<file path="src/rtl/rf_writeback_unit_pkg.sv">
// Shared definitions for the register-file writeback unit:
// default widths, the hard-wired zero register index and a clog2 helper.
package rf_writeback_unit_pkg;

    localparam int DATA_WIDTH_DEF = 32;
    localparam int ADDR_WIDTH_DEF = 5;
    localparam int REG_ZERO       = 0;

    function automatic int clog2(input int value);
        int r;
        r = 0;
        for (int v = value - 1; v > 0; v = v >> 1) begin
            r = r + 1;
        end
        return r;
    endfunction

endpackage

</file>
<file path="src/rtl/rf_writeback_unit_wb_fifo.sv">
// Synchronous load-result buffer: address+data payload, strict FIFO order,
// occupancy count with full/empty flags derived from the registered count.
module wb_fifo
    import rf_writeback_unit_pkg::*;
#(
    parameter int DATA_WIDTH = DATA_WIDTH_DEF,
    parameter int ADDR_WIDTH = ADDR_WIDTH_DEF,
    parameter int DEPTH      = 4,
    localparam int PTR_W     = clog2(DEPTH),
    localparam int CNT_W     = clog2(DEPTH) + 1
) (
    input  logic                  iClk,
    input  logic                  iRst_n,
    input  logic                  iPush,
    input  logic [ADDR_WIDTH-1:0] iPushAddr,
    input  logic [DATA_WIDTH-1:0] iPushData,
    input  logic                  iPop,
    output logic [ADDR_WIDTH-1:0] oHeadAddr,
    output logic [DATA_WIDTH-1:0] oHeadData,
    output logic [CNT_W-1:0]      oCount,
    output logic                  oFull,
    output logic                  oEmpty
);

    logic [ADDR_WIDTH+DATA_WIDTH-1:0] r_mem [DEPTH];
    logic [PTR_W-1:0]                 r_wr_ptr;
    logic [PTR_W-1:0]                 r_rd_ptr;
    logic [CNT_W-1:0]                 r_count;
    logic                             w_push;
    logic                             w_pop;

    assign oFull     = (r_count == CNT_W'(DEPTH));
    assign oEmpty    = (r_count == '0);
    assign oCount    = r_count;
    assign w_push    = iPush & ~oFull;
    assign w_pop     = iPop & ~oEmpty;
    assign oHeadAddr = r_mem[r_rd_ptr][ADDR_WIDTH+DATA_WIDTH-1:DATA_WIDTH];
    assign oHeadData = r_mem[r_rd_ptr][DATA_WIDTH-1:0];

    // Payload storage carries no reset; only pointers and count do.
    always_ff @(posedge iClk) begin
        if (w_push) begin
            r_mem[r_wr_ptr] <= {iPushAddr, iPushData};
        end
    end

    always_ff @(posedge iClk) begin
        if (!iRst_n) begin
            r_wr_ptr <= '0;
            r_rd_ptr <= '0;
            r_count  <= '0;
        end else begin
            if (w_push) begin
                r_wr_ptr <= r_wr_ptr + 1'b1;
            end
            if (w_pop) begin
                r_rd_ptr <= r_rd_ptr + 1'b1;
            end
            case ({w_push, w_pop})
                2'b10:   r_count <= r_count + 1'b1;
                2'b01:   r_count <= r_count - 1'b1;
                default: r_count <= r_count;
            endcase
        end
    end

endmodule

</file>
<file path="src/rtl/rf_writeback_unit.sv">
// Merges ALU and buffered load results onto the single register-file write
// port and tracks in-flight destinations in a per-register scoreboard.
module rf_writeback_unit
    import rf_writeback_unit_pkg::*;
#(
    parameter int DATA_WIDTH = DATA_WIDTH_DEF,
    parameter int ADDR_WIDTH = ADDR_WIDTH_DEF,
    parameter int FIFO_DEPTH = 4,
    localparam int CNT_W     = clog2(FIFO_DEPTH) + 1
) (
    input  logic                  iClk,
    input  logic                  iRst_n,
    input  logic                  iIssueValid,
    input  logic [ADDR_WIDTH-1:0] iIssueAddr,
    input  logic                  iAluValid,
    input  logic [ADDR_WIDTH-1:0] iAluAddr,
    input  logic [DATA_WIDTH-1:0] iAluData,
    input  logic                  iLdValid,
    input  logic [ADDR_WIDTH-1:0] iLdAddr,
    input  logic [DATA_WIDTH-1:0] iLdData,
    output logic                  oLdReady,
    output logic                  oWrEn,
    output logic [ADDR_WIDTH-1:0] oWrAddr,
    output logic [DATA_WIDTH-1:0] oWrData,
    input  logic [ADDR_WIDTH-1:0] iQueryAddr0,
    input  logic [ADDR_WIDTH-1:0] iQueryAddr1,
    output logic                  oBusy0,
    output logic                  oBusy1,
    output logic [CNT_W-1:0]      oFifoCount
);

    localparam int NREG = 1 << ADDR_WIDTH;

    logic [ADDR_WIDTH-1:0] w_fifo_addr;
    logic [DATA_WIDTH-1:0] w_fifo_data;
    logic                  w_fifo_full;
    logic                  w_fifo_empty;
    logic                  w_push;
    logic                  w_pop;
    logic                  w_sel_valid_p0;
    logic [ADDR_WIDTH-1:0] w_sel_addr_p0;
    logic [DATA_WIDTH-1:0] w_sel_data_p0;
    logic                  r_wr_en_p1;
    logic [ADDR_WIDTH-1:0] r_wr_addr_p1;
    logic [DATA_WIDTH-1:0] r_wr_data_p1;
    logic [NREG-1:0]       r_sb;
    logic [NREG-1:0]       w_sb_next;

    // Ready comes from the registered count only; a same-cycle pop earns no credit.
    assign oLdReady = iRst_n & ~w_fifo_full;
    assign w_push   = iLdValid & oLdReady;
    assign w_pop    = ~iAluValid & ~w_fifo_empty;

    wb_fifo #(
        .DATA_WIDTH (DATA_WIDTH),
        .ADDR_WIDTH (ADDR_WIDTH),
        .DEPTH      (FIFO_DEPTH)
    ) u_fifo (
        .iClk      (iClk),
        .iRst_n    (iRst_n),
        .iPush     (w_push),
        .iPushAddr (iLdAddr),
        .iPushData (iLdData),
        .iPop      (w_pop),
        .oHeadAddr (w_fifo_addr),
        .oHeadData (w_fifo_data),
        .oCount    (oFifoCount),
        .oFull     (w_fifo_full),
        .oEmpty    (w_fifo_empty)
    );

    // Stage p0: ALU has priority, otherwise drain the load buffer head.
    always_comb begin
        w_sel_valid_p0 = 1'b0;
        w_sel_addr_p0  = '0;
        w_sel_data_p0  = '0;
        if (iAluValid) begin
            w_sel_valid_p0 = 1'b1;
            w_sel_addr_p0  = iAluAddr;
            w_sel_data_p0  = iAluData;
        end else if (!w_fifo_empty) begin
            w_sel_valid_p0 = 1'b1;
            w_sel_addr_p0  = w_fifo_addr;
            w_sel_data_p0  = w_fifo_data;
        end
    end

    // Stage p1: registered write port; results to register zero are dropped here.
    always_ff @(posedge iClk) begin
        if (!iRst_n) begin
            r_wr_en_p1   <= 1'b0;
            r_wr_addr_p1 <= '0;
            r_wr_data_p1 <= '0;
        end else begin
            r_wr_en_p1   <= w_sel_valid_p0 && (w_sel_addr_p0 != ADDR_WIDTH'(REG_ZERO));
            r_wr_addr_p1 <= w_sel_addr_p0;
            r_wr_data_p1 <= w_sel_data_p0;
        end
    end

    assign oWrEn   = r_wr_en_p1;
    assign oWrAddr = r_wr_addr_p1;
    assign oWrData = r_wr_data_p1;

    // Clear on the edge the file absorbs the write; a same-edge issue wins.
    always_comb begin
        w_sb_next = r_sb;
        if (r_wr_en_p1) begin
            w_sb_next[r_wr_addr_p1] = 1'b0;
        end
        if (iIssueValid) begin
            w_sb_next[iIssueAddr] = 1'b1;
        end
        w_sb_next[REG_ZERO] = 1'b0;
    end

    always_ff @(posedge iClk) begin
        if (!iRst_n) begin
            r_sb <= '0;
        end else begin
            r_sb <= w_sb_next;
        end
    end

    assign oBusy0 = r_sb[iQueryAddr0];
    assign oBusy1 = r_sb[iQueryAddr1];

endmodule

</file>
<file path="config.mk">
export PLATFORM = sky130hd
export DESIGN_NAME = rf_writeback_unit
export DESIGN_NICKNAME = d
export VERILOG_FILES = /design/src/rtl/rf_writeback_unit_pkg.sv /design/src/rtl/rf_writeback_unit_wb_fifo.sv /design/src/rtl/rf_writeback_unit.sv
export SDC_FILE = /design/constraint.sdc
export NUM_CORES = 1
export LEC_CHECK = 0
export CAP_MARGIN = 5
export CORE_MARGIN = 2
export CORE_UTILIZATION = 60
export CTS_BUF_LIST = sky130_fd_sc_hd__clkbuf_4
export CTS_CLUSTER_SIZE = 30
export DETAILED_ROUTE_END_ITERATION = 8
export PLACE_DENSITY = 0.88
export SETUP_SLACK_MARGIN = 0.02
export SLEW_MARGIN = 20
export SYNTH_ARGS = -nofsm -noshare
export SYNTH_HDL_FRONTEND = slang
export SYNTH_SLANG_ARGS = --single-unit
</file>
<file path="constraint.sdc">
create_clock -name iClk -period 3.95 [get_ports iClk]
set_clock_uncertainty 0.1 [all_clocks]
set_input_delay 0.79 -clock iClk [delete_from_list [all_inputs] [get_ports iClk]]
set_output_delay 0.79 -clock iClk [all_outputs]
set_load 0.01 [all_outputs]
</file>
-- After elaboration in Yosys (flattened, before gate mapping)
Memories as Yosys holds them, arrays and structs flattened. A register that Yosys moved wholly into a read port is not among the register bits.
Cells that the tools add are included.
- memories kept: 1
- input bits: 94
- logic and storage cells: 60
- bits in writable memories: 148
- output and inout bits: 44
- flip-flop bits (word level): 77
- add/subtract/negate cells: 4
- bitwise operators: 11
- equality and inequality tests: 3
- reductions and logical operators: 6
- $lt $le $gt $ge: 6
- muxes and demuxes: 21
- memory list (memory ; words ; bits a word ; rd ports ; clocked after Yosys merged registers in ; wr ports ; RTL line ; source):
    u_fifo.r_mem ; 4 ; 37 ; 1 ; 1 ; 1 ; rf_writeback_unit_wb_fifo.sv:25 ; logic [ADDR_WIDTH+DATA_WIDTH-1:0] r_mem [DEPTH];
- operator list (operator ; number):
    two-way mux 32 bit ; 4
    bitwise AND 32 bit ; 1
    NOT 32 bit ; 1
    bitwise OR 32 bit ; 1
    < comparator 5 x 6 -> 1 bit, second input constant ; 4
    binary-select mux 1 bit (select 5 bit) ; 2
    demux 1 bit (select 5 bit) ; 2
    >= comparator 5 x 1 -> 1 bit, second input constant ; 2
    two-way mux 5 bit ; 2
    two-way mux 1 bit ; 8
    case mux 3 bit (2 select lines) ; 1
    bitwise AND 1 bit ; 5
    nonzero test 5 bit ; 1
    adder 2 x 1 -> 2 bit, second input constant ; 2
    two-way mux 2 bit ; 2
    adder 3 x 1 -> 3 bit, second input constant ; 1
    equality test 3 bit, second input constant ; 1
    logical AND 1 bit ; 3
    logical NOT 3 bit ; 1
    NOT 1 bit ; 3
    subtractor 3 x 1 -> 3 bit, second input constant ; 1
    equality test 2 x 1 -> 1 bit, second input constant ; 1
    equality test 2 bit, second input constant ; 1
    nonzero test 2 bit ; 1

-- Depth between registers and ports, before layout
Gate-level depths: netlist of the first run.
- depth in word-level cells: 9
- mapped depth: 10
- gate-level depth less buffers: 9

-- Modules after synthesis
Synthesis of the first run repeated with hierarchy kept, for this count alone.
- cell total of the unflattened synthesis: 610
- area, all modules: 9145.0 um^2
- modules (own cells, without submodules) (module ; area an instance (um^2) ; instances ; seq. area each (um^2) ; cells an instance):
    wb_fifo ; 5863.1 ; 1 ; 4624.4 ; 247
    rf_writeback_unit ; 3281.9 ; 1 ; 1381.3 ; 363

-- Worst setup path after synthesis of the first run
Ideal clock, no wire load.
- path kind: input to output
- from: input iQueryAddr0[0]
- to: output oBusy0
- stages: 4
- required time: 3.060 ns
- slack: 0.794 ns
- arrival time: 2.266 ns
- cell sequence: buf_2 -> mux4_2 -> mux4_2 -> mux2_2
- cells in the longest elaborated chain, start to end: 2
- RTL lines (element ; RTL line ; source):
    start: declaration ; rf_writeback_unit.sv:25 ; input logic [ADDR_WIDTH-1:0] iQueryAddr0,
    binary-select mux 1 bit (select 5 bit) ; rf_writeback_unit.sv:125 ; assign oBusy0 = r_sb[iQueryAddr0];
    two-way mux 1 bit (not written as such) ; rf_writeback_unit.sv:125 ;
    end: declaration ; rf_writeback_unit.sv:27 ; output logic oBusy0,
Every way passes these cells. The select of a mux whose other input is x is not followed.

-- Worst setup path after layout of the first run
Same ends and word-level chain as after synthesis.

==> flow_summary.json, run 1 <==
{
  "period_minus_slack_ns": 3.868,
  "fin_nets": 841,
  "initial_core_util_pct": 61.54,
  "crit_arrival_ns": 2.98,
  "synth_edf_count": 148,
  "worst_pin_slew_ns": 1.034,
  "synth_area_leaders": "edfxtp_1, dfxtp_1, mux4_2",
  "first_global_vias": 6364,
  "syn_area_per_cell_um2": 15.92,
  "path_common_cell": "mux4_2",
  "ys.flop_type": "edfxtp_1",
  "path_max_fanout": 8,
  "yosysSeqAreaShare_pct": 67.14,
  "hold_path.class": "register to register",
  "netlist_area_mm2": 0.008945,
  "clk_path_buf_depth": 3,
  "r2r_setup_slack_ns": 1.48,
  "crit_chain": "clkdlybuf4s50_1 > buf_12 > mux4_2 > mux4_2 > mux2_2 > dlygate4sd2_1",
  "postCtsHoldBufs": 0,
  "core-area_mm2": 0.01453,
  "antenna_found_initial": 1,
  "synth_commonest_cells": "edfxtp_1, dfxtp_1, mux4_2, nand2_1, nor2b_1",
  "setup.worst_path.start_class": "primary input",
  "die_h_um": 126.1,
  "cp_data_required_time_ns": 3.06,
  "setup_ws_ns": 0.08231,
  "synth.most_common_cell": "edfxtp_1",
  "setup_viol": 0,
  "dr_total_vias": 5762,
  "synth_warnings": 0,
  "ios": 138,
  "rsz0062_at_grt": "no",
  "slew_viol_final": 0,
  "diodes": 0,
  "finalInstanceArea_mm2": 0.01130,
  "grt_pass1_wl_um": 33710,
  "p_per_area_mw_per_mm2": 517.5,
  "grt_max_degree": 78,
  "cp-end-kind": "output pin",
  "drive_gt1_share_pct": 21.88,
  "status": "finished, final reports clean",
  "fin_total_pwr_mw": 5.848,
  "cap_viol_max_count": 0,
  "worstReg2RegStart": "u_fifo.oCount[2]",
  "max_freq_mhz": 258.6,
  "routedWlPerCell_um": 21.97,
  "crit_slowest_cell": "clkdlybuf4s50_1",
  "crit_type": "primary input to output pin",
  "area_growth_pct": 26.34,
  "ant_nets": 0,
  "place.gp.congestion": 0.9344,
  "finalSetupTns_ns": 0,
  "die_w_um": 126.1,
  "synth.ff_latch_count": 226,
  "slowest_delay_ns": 0.52,
  "r2r_cells": 9,
  "hold_viol": 0,
  "synth-async-reset-ratio_pct": 0,
  "post-route-period-util_pct": 97.92,
  "dpl_worst_slack_ns": -0.1154,
  "htreeDepth": 2,
  "num_rows": 44,
  "drt_wl_total_um": 21310,
  "drc_errors": 0,
  "syn-num-nets": 662,
  "leakagePower_nw": 3.794,
  "dieArea_mm2": 0.01590,
  "critical-path-top-delay-family": "multiplexers",
  "cts_root_buffer": "clkbuf_4",
  "peakVddDrop_mv": 0.3395,
  "cts_tree": "built",
  "cts_made_buffers": 55,
  "path_clk_slew_ns": 0.06,
  "synth_cell_types": 32,
  "cts_sinks": 226,
  "clock_latency_ns": 0.65,
  "post-cts-setup-buffers": 0,
  "syn_inst": 562,
  "synth_top_area_share_pct": 49.69,
  "reg2reg_to": "u_fifo.oCount[2]",
  "synth_top_area_cell": "edfxtp_1",
  "via_per_inst": 5.940,
  "io_buffers": 137,
  "path_depth": 6,
  "hpwl_um": 13870,
  "drtPass1Iterations": 5,
  "drtIter0Drc": 457,
  "critPathCapture": "oBusy0",
  "relSlewSlack_pct": 31.05,
  "grt.total_usage_pct": 27.77,
  "grt-ovfl-total": 0,
  "dpl_cell_area_mm2": 0.01059,
  "worstSetupStartpoint": "iQueryAddr0[0]",
  "crit_buf_inv": 3
}
## timing repair
item	CTS	global route
gates resized for setup	2	0
hold endpoints to repair	0	0
endpoints found under the setup margin	2	0
## power breakdown
| group | internal, mW | switching [mW] | leakage, nW |
|---|---|---|---|
| registers | 2.68 | 0.152 | 1.98 |
| clock network | 0.992 | 0.898 | 0.430 |
| logic | 0.622 | 0.502 | 1.38 |
## metal layers
metal / vias to the layer above / part of all wire (%) / track usage [%]
met2: 285 / 51 / 46.74
met3: 58 / 7.9 / 7.647
met5: - / 0.061 / 0
met4: 2 / 3.2 / 11.57
met1: 2850 / 38 / 34.20
li1: 2567 / - / -
## worst min-delay path by stage
stage	end	depth (start not counted)	start	slack [ns]
after floorplan	r_sb[29]	2	r_sb[29]	0.36
after global placement	u_fifo.r_wr_ptr[1]	2	u_fifo.r_wr_ptr[1]	0.38
after detailed placement	r_sb[29]	2	r_sb[29]	0.40
after CTS	r_sb[29]	2	r_sb[29]	0.40
after global routing	r_sb[29]	2	r_sb[29]	0.44
final	r_sb[29]	2	r_sb[29]	0.40
## per-stage QoR
| step | cells | utilization, % | hold WS, ns |
|---|---|---|---|
| floorplan | 562 | - | 0.3639 |
| global placement | 868 | 72.89 | 0.3780 |
| detailed placement | 868 | 72.89 | 0.3951 |
| CTS | 970 | 77.75 | 0.4035 |
| global route | 970 | 77.75 | 0.4366 |
| finish | 970 | 77.75 | 0.4022 |
## cell type report
type | count | area, µm²
Clock buffer | 86 | 645.6
Clock inverter | 16 | 63.81
Fill cell | 829 | 3233
Inverter | 8 | 30.03
Multi-Input combinational cell | 299 | 2796
Sequential cell | 226 | 6008
Tap cell | 184 | 230.2
Timing Repair Buffer | 151 | 1526
## placed cells by master (no fill, tap or decap), types with 32 or more instances in the layout
cell,count
dfxtp_1,76
clkbuf_4,86
clkdlybuf4s50_1,133
nand2_1,42
o21ai_0,35
a22oi_1,35
mux4_2,55
edfxtp_1,148
a21boi_0,32
nor2b_1,37
## kinds of logic (layout without fill, tap and decap cells)
family                     count (synthesis)  in the layout  share of synthesized area, %
AOI/OAI and AO/OA                        107            107                         8.029
xor gates and xnor gates                   5              5                        0.4897
DFF                                      226            226                         67.14
muxes                                     61             61                         14.55
adders and majority gates                  6              6                        0.9232
and+or+nand+nor                          120            120                         7.204
buffers and inverters                     37            261                         1.665
## worst min-delay path, delay by kind of cell (launching register included)
kind / cells / cell delay (ns)
AOI/OAI and AO/OA: 2 / 0.14
DFF: 1 / 0.32
## state kept, by name, indices dropped and copies added (netlist names), named ones only
name	cells
r_sb	31
oWrAddr	5
u_fifo.r_wr_ptr	2
u_fifo.r_rd_ptr	2
oWrData	32
u_fifo.oCount	3
oWrEn	1
u_fifo.r_mem	148
Power figures use the tool's default switching activity.
==> inputs of run 2 (changes only) <==
CELL_PAD_IN_SITES_DETAIL_PLACEMENT = 2   (was default)
CELL_PAD_IN_SITES_GLOBAL_PLACEMENT = 2   (was default)
CORE_MARGIN = default   (was 2)
CORE_UTILIZATION = 43   (was 60)
GPL_TIMING_DRIVEN = 0   (was default)
PLACE_DENSITY = default   (was 0.88)
PLACE_DENSITY_LB_ADDON = 0.1   (was default)
==> flow_summary.json, run 2 (synthesized netlist as in run 1, its figures left out) <==
{
  "finalSetupTns_ns": 0,
  "post-cts-setup-buffers": 0,
  "place.gp.congestion": 0.7961,
  "core-area_mm2": 0.02030,
  "crit_slowest_cell": "mux4_2",
  "largest_register": "u_fifo.r_mem",
  "first_global_vias": 6933,
  "p_per_area_mw_per_mm2": 532.5,
  "post-route-period-util_pct": 95.59,
  "switchingPower_mw": 1.736,
  "ant_nets": 0,
  "crit_type": "primary input to output pin",
  "grt.total_usage_pct": 26.75,
  "min_from": "r_sb[18]",
  "hold_path_depth": 2,
  "routedWlPerCell_um": 25.38,
  "clk_path_buf_depth": 3,
  "hold_path.class": "register to register",
  "grt_max_degree": 25,
  "cts_made_buffers": 58,
  "cp-end-kind": "output pin",
  "hold-path-endpoint": "r_sb[18]",
  "cts_root_buffer": "clkbuf_4",
  "htreeDepth": 2,
  "hpwl_um": 17570,
  "p_comb_share_pct": 20.6,
  "drive_gt1_share_pct": 20.92,
  "postCtsHoldBufs": 0,
  "drc_errors": 0,
  "swShare_pct": 28.40,
  "r2r_setup_slack_ns": 0.49,
  "hold_viol": 0,
  "slew_viol_final": 0,
  "power_frac_seq_pct": 45.4,
  "peakVddDrop_mv": 0.3546,
  "cp_data_required_time_ns": 3.06,
  "leakagePower_nw": 3.804,
  "initial_core_util_pct": 44.06,
  "slowest_delay_ns": 0.56,
  "critical-path-top-delay-family": "multiplexers",
  "p_int_mw": 4.377,
  "p_clk_share_pct": 34.0,
  "worst_pin_slew_ns": 0.8880,
  "ios": 138,
  "dr_total_vias": 5992,
  "die_h_um": 146.2,
  "max_freq_mhz": 264.9,
  "path_max_fanout": 8,
  "path_clk_slew_ns": 0.05,
  "setup_viol": 0,
  "cap_viol_max_count": 0,
  "status": "finished, final reports clean",
  "largest_register_ffs": 148,
  "reg2reg_to": "u_fifo.oCount[2]",
  "cts_tree": "built",
  "drtPass1Iterations": 5,
  "relSlewSlack_pct": 40.58,
  "period_minus_slack_ns": 3.776,
  "clock_latency_ns": 0.67,
  "antenna_found_initial": 1,
  "r2r_cells": 10,
  "crit_chain": "buf_2 > mux4_2 > mux4_2 > mux2_2 > clkdlybuf4s50_1",
  "cts_sinks": 226,
  "crit_buf_inv": 2,
  "io_buffers": 133,
  "crit_arrival_ns": 2.89,
  "postLayoutCoreUtil_pct": 56.56,
  "area_growth_pct": 28.35,
  "drtIter0Drc": 290,
  "dieArea_mm2": 0.02138,
  "drt_wl_total_um": 27410,
  "grt-ovfl-total": 0,
  "mostFrequentLayoutCells": "edfxtp_1, clkdlybuf4s50_1, clkbuf_4",
  "setup.worst_path.start_class": "primary input",
  "path_common_cell": "mux4_2",
  "worstReg2RegStart": "u_fifo.oCount[0]",
  "grt_pass1_wl_um": 42190,
  "fin_nets": 859,
  "num_rows": 52,
  "layout_commonest_cell": "edfxtp_1",
  "via_per_inst": 5.548,
  "rsz0062_at_grt": "no",
  "die_w_um": 146.2
}
-- run 2: cell types whose count changed in the layout (fill, tap and decap cells not counted), sizes merged --
cell,change
clkinv,+6
dlygate4sd2,-2
inv,-1
buf,-3
bufinv,+1
diode,+2
clkbuf,+21
-- run 2: per-stage QoR --
step / std cells / worst slack (ns) / total power [mW] / instance area, µm² / hold slack, ns
floorplan: 562 / 0.7940 / 3.516 / 8945 / 0.3639
global placement: 965 / -0.2111 / 3.977 / 10610 / 0.3743
detailed placement: 969 / -0.2176 / 4.071 / 10700 / 0.3974
CTS: 1078 / 0.09302 / 6.196 / 11470 / 0.4147
global route: 1079 / 0.1123 / 6.391 / 11480 / 0.4471
finish: 1080 / 0.1743 / 6.113 / 11480 / 0.4072
-- run 2: cell type report --
class	instances	area, µm²
Sequential cell	226	6006
Buffer	29	121.4
Inverter	8	30.03
Timing Repair Buffer	137	1411
Multi-Input combinational cell	299	2800
Fill cell	1818	8818
Antenna cell	2	5.005
Tap cell	270	337.8
Clock buffer	87	653.1
Clock inverter	22	116.4
-- run 2: power groups by stage --
stage               Sequential (mW)  Combinational [mW]  Clock [mW]
floorplan                      2.82               0.692           0
detailed placement             2.82                1.25           0
finish                         2.77                1.26        2.08
CTS                            2.78                1.28        2.15
global route                   2.79                1.35        2.25
global placement               2.81                1.17           0
-- run 2: worst max path at each step --
stage,start,cells past startpoint,slack (ns),endpoint
finish,iQueryAddr0[0],5,0.17,oBusy0
global route,iQueryAddr0[0],5,0.11,oBusy0
CTS,iRst_n,5,0.09,oLdReady
detailed placement,iAluValid,11,-0.22,u_fifo.oCount[2]
global placement,iRst_n,3,-0.21,u_fifo.r_mem[2][6]
floorplan,iQueryAddr0[0],4,0.79,oBusy0
-- run 2: worst min-delay path, cell delays in order (launching register included) --
cell and delay (ns):
dfxtp_1 0.32, o21ai_0 0.07, a21boi_0 0.07
-- run 2: what timing repair did --
item / 4_1_cts / 5_1_grt
setup endpoints to repair: 1 / 1
pin swaps: 0 / 0
resized for setup: 1 / 2
-- run 2: metal layers --
metal / global-route usage, % / up-vias / routed length (µm)
li1: - / 2613 / -
met1: 31.34 / 3116 / 10600
met2: 47.50 / 207 / 14480
met3: 6.125 / 56 / 1537
met4: 10.63 / 0 / 784
met5: 0 / - / 0
==> inputs of run 3 (changes only) <==
GPL_ROUTABILITY_DRIVEN = 0   (was default)
==> results of run 3 <==
No change in the layout: final DEF, timing and power equal those of run 2.
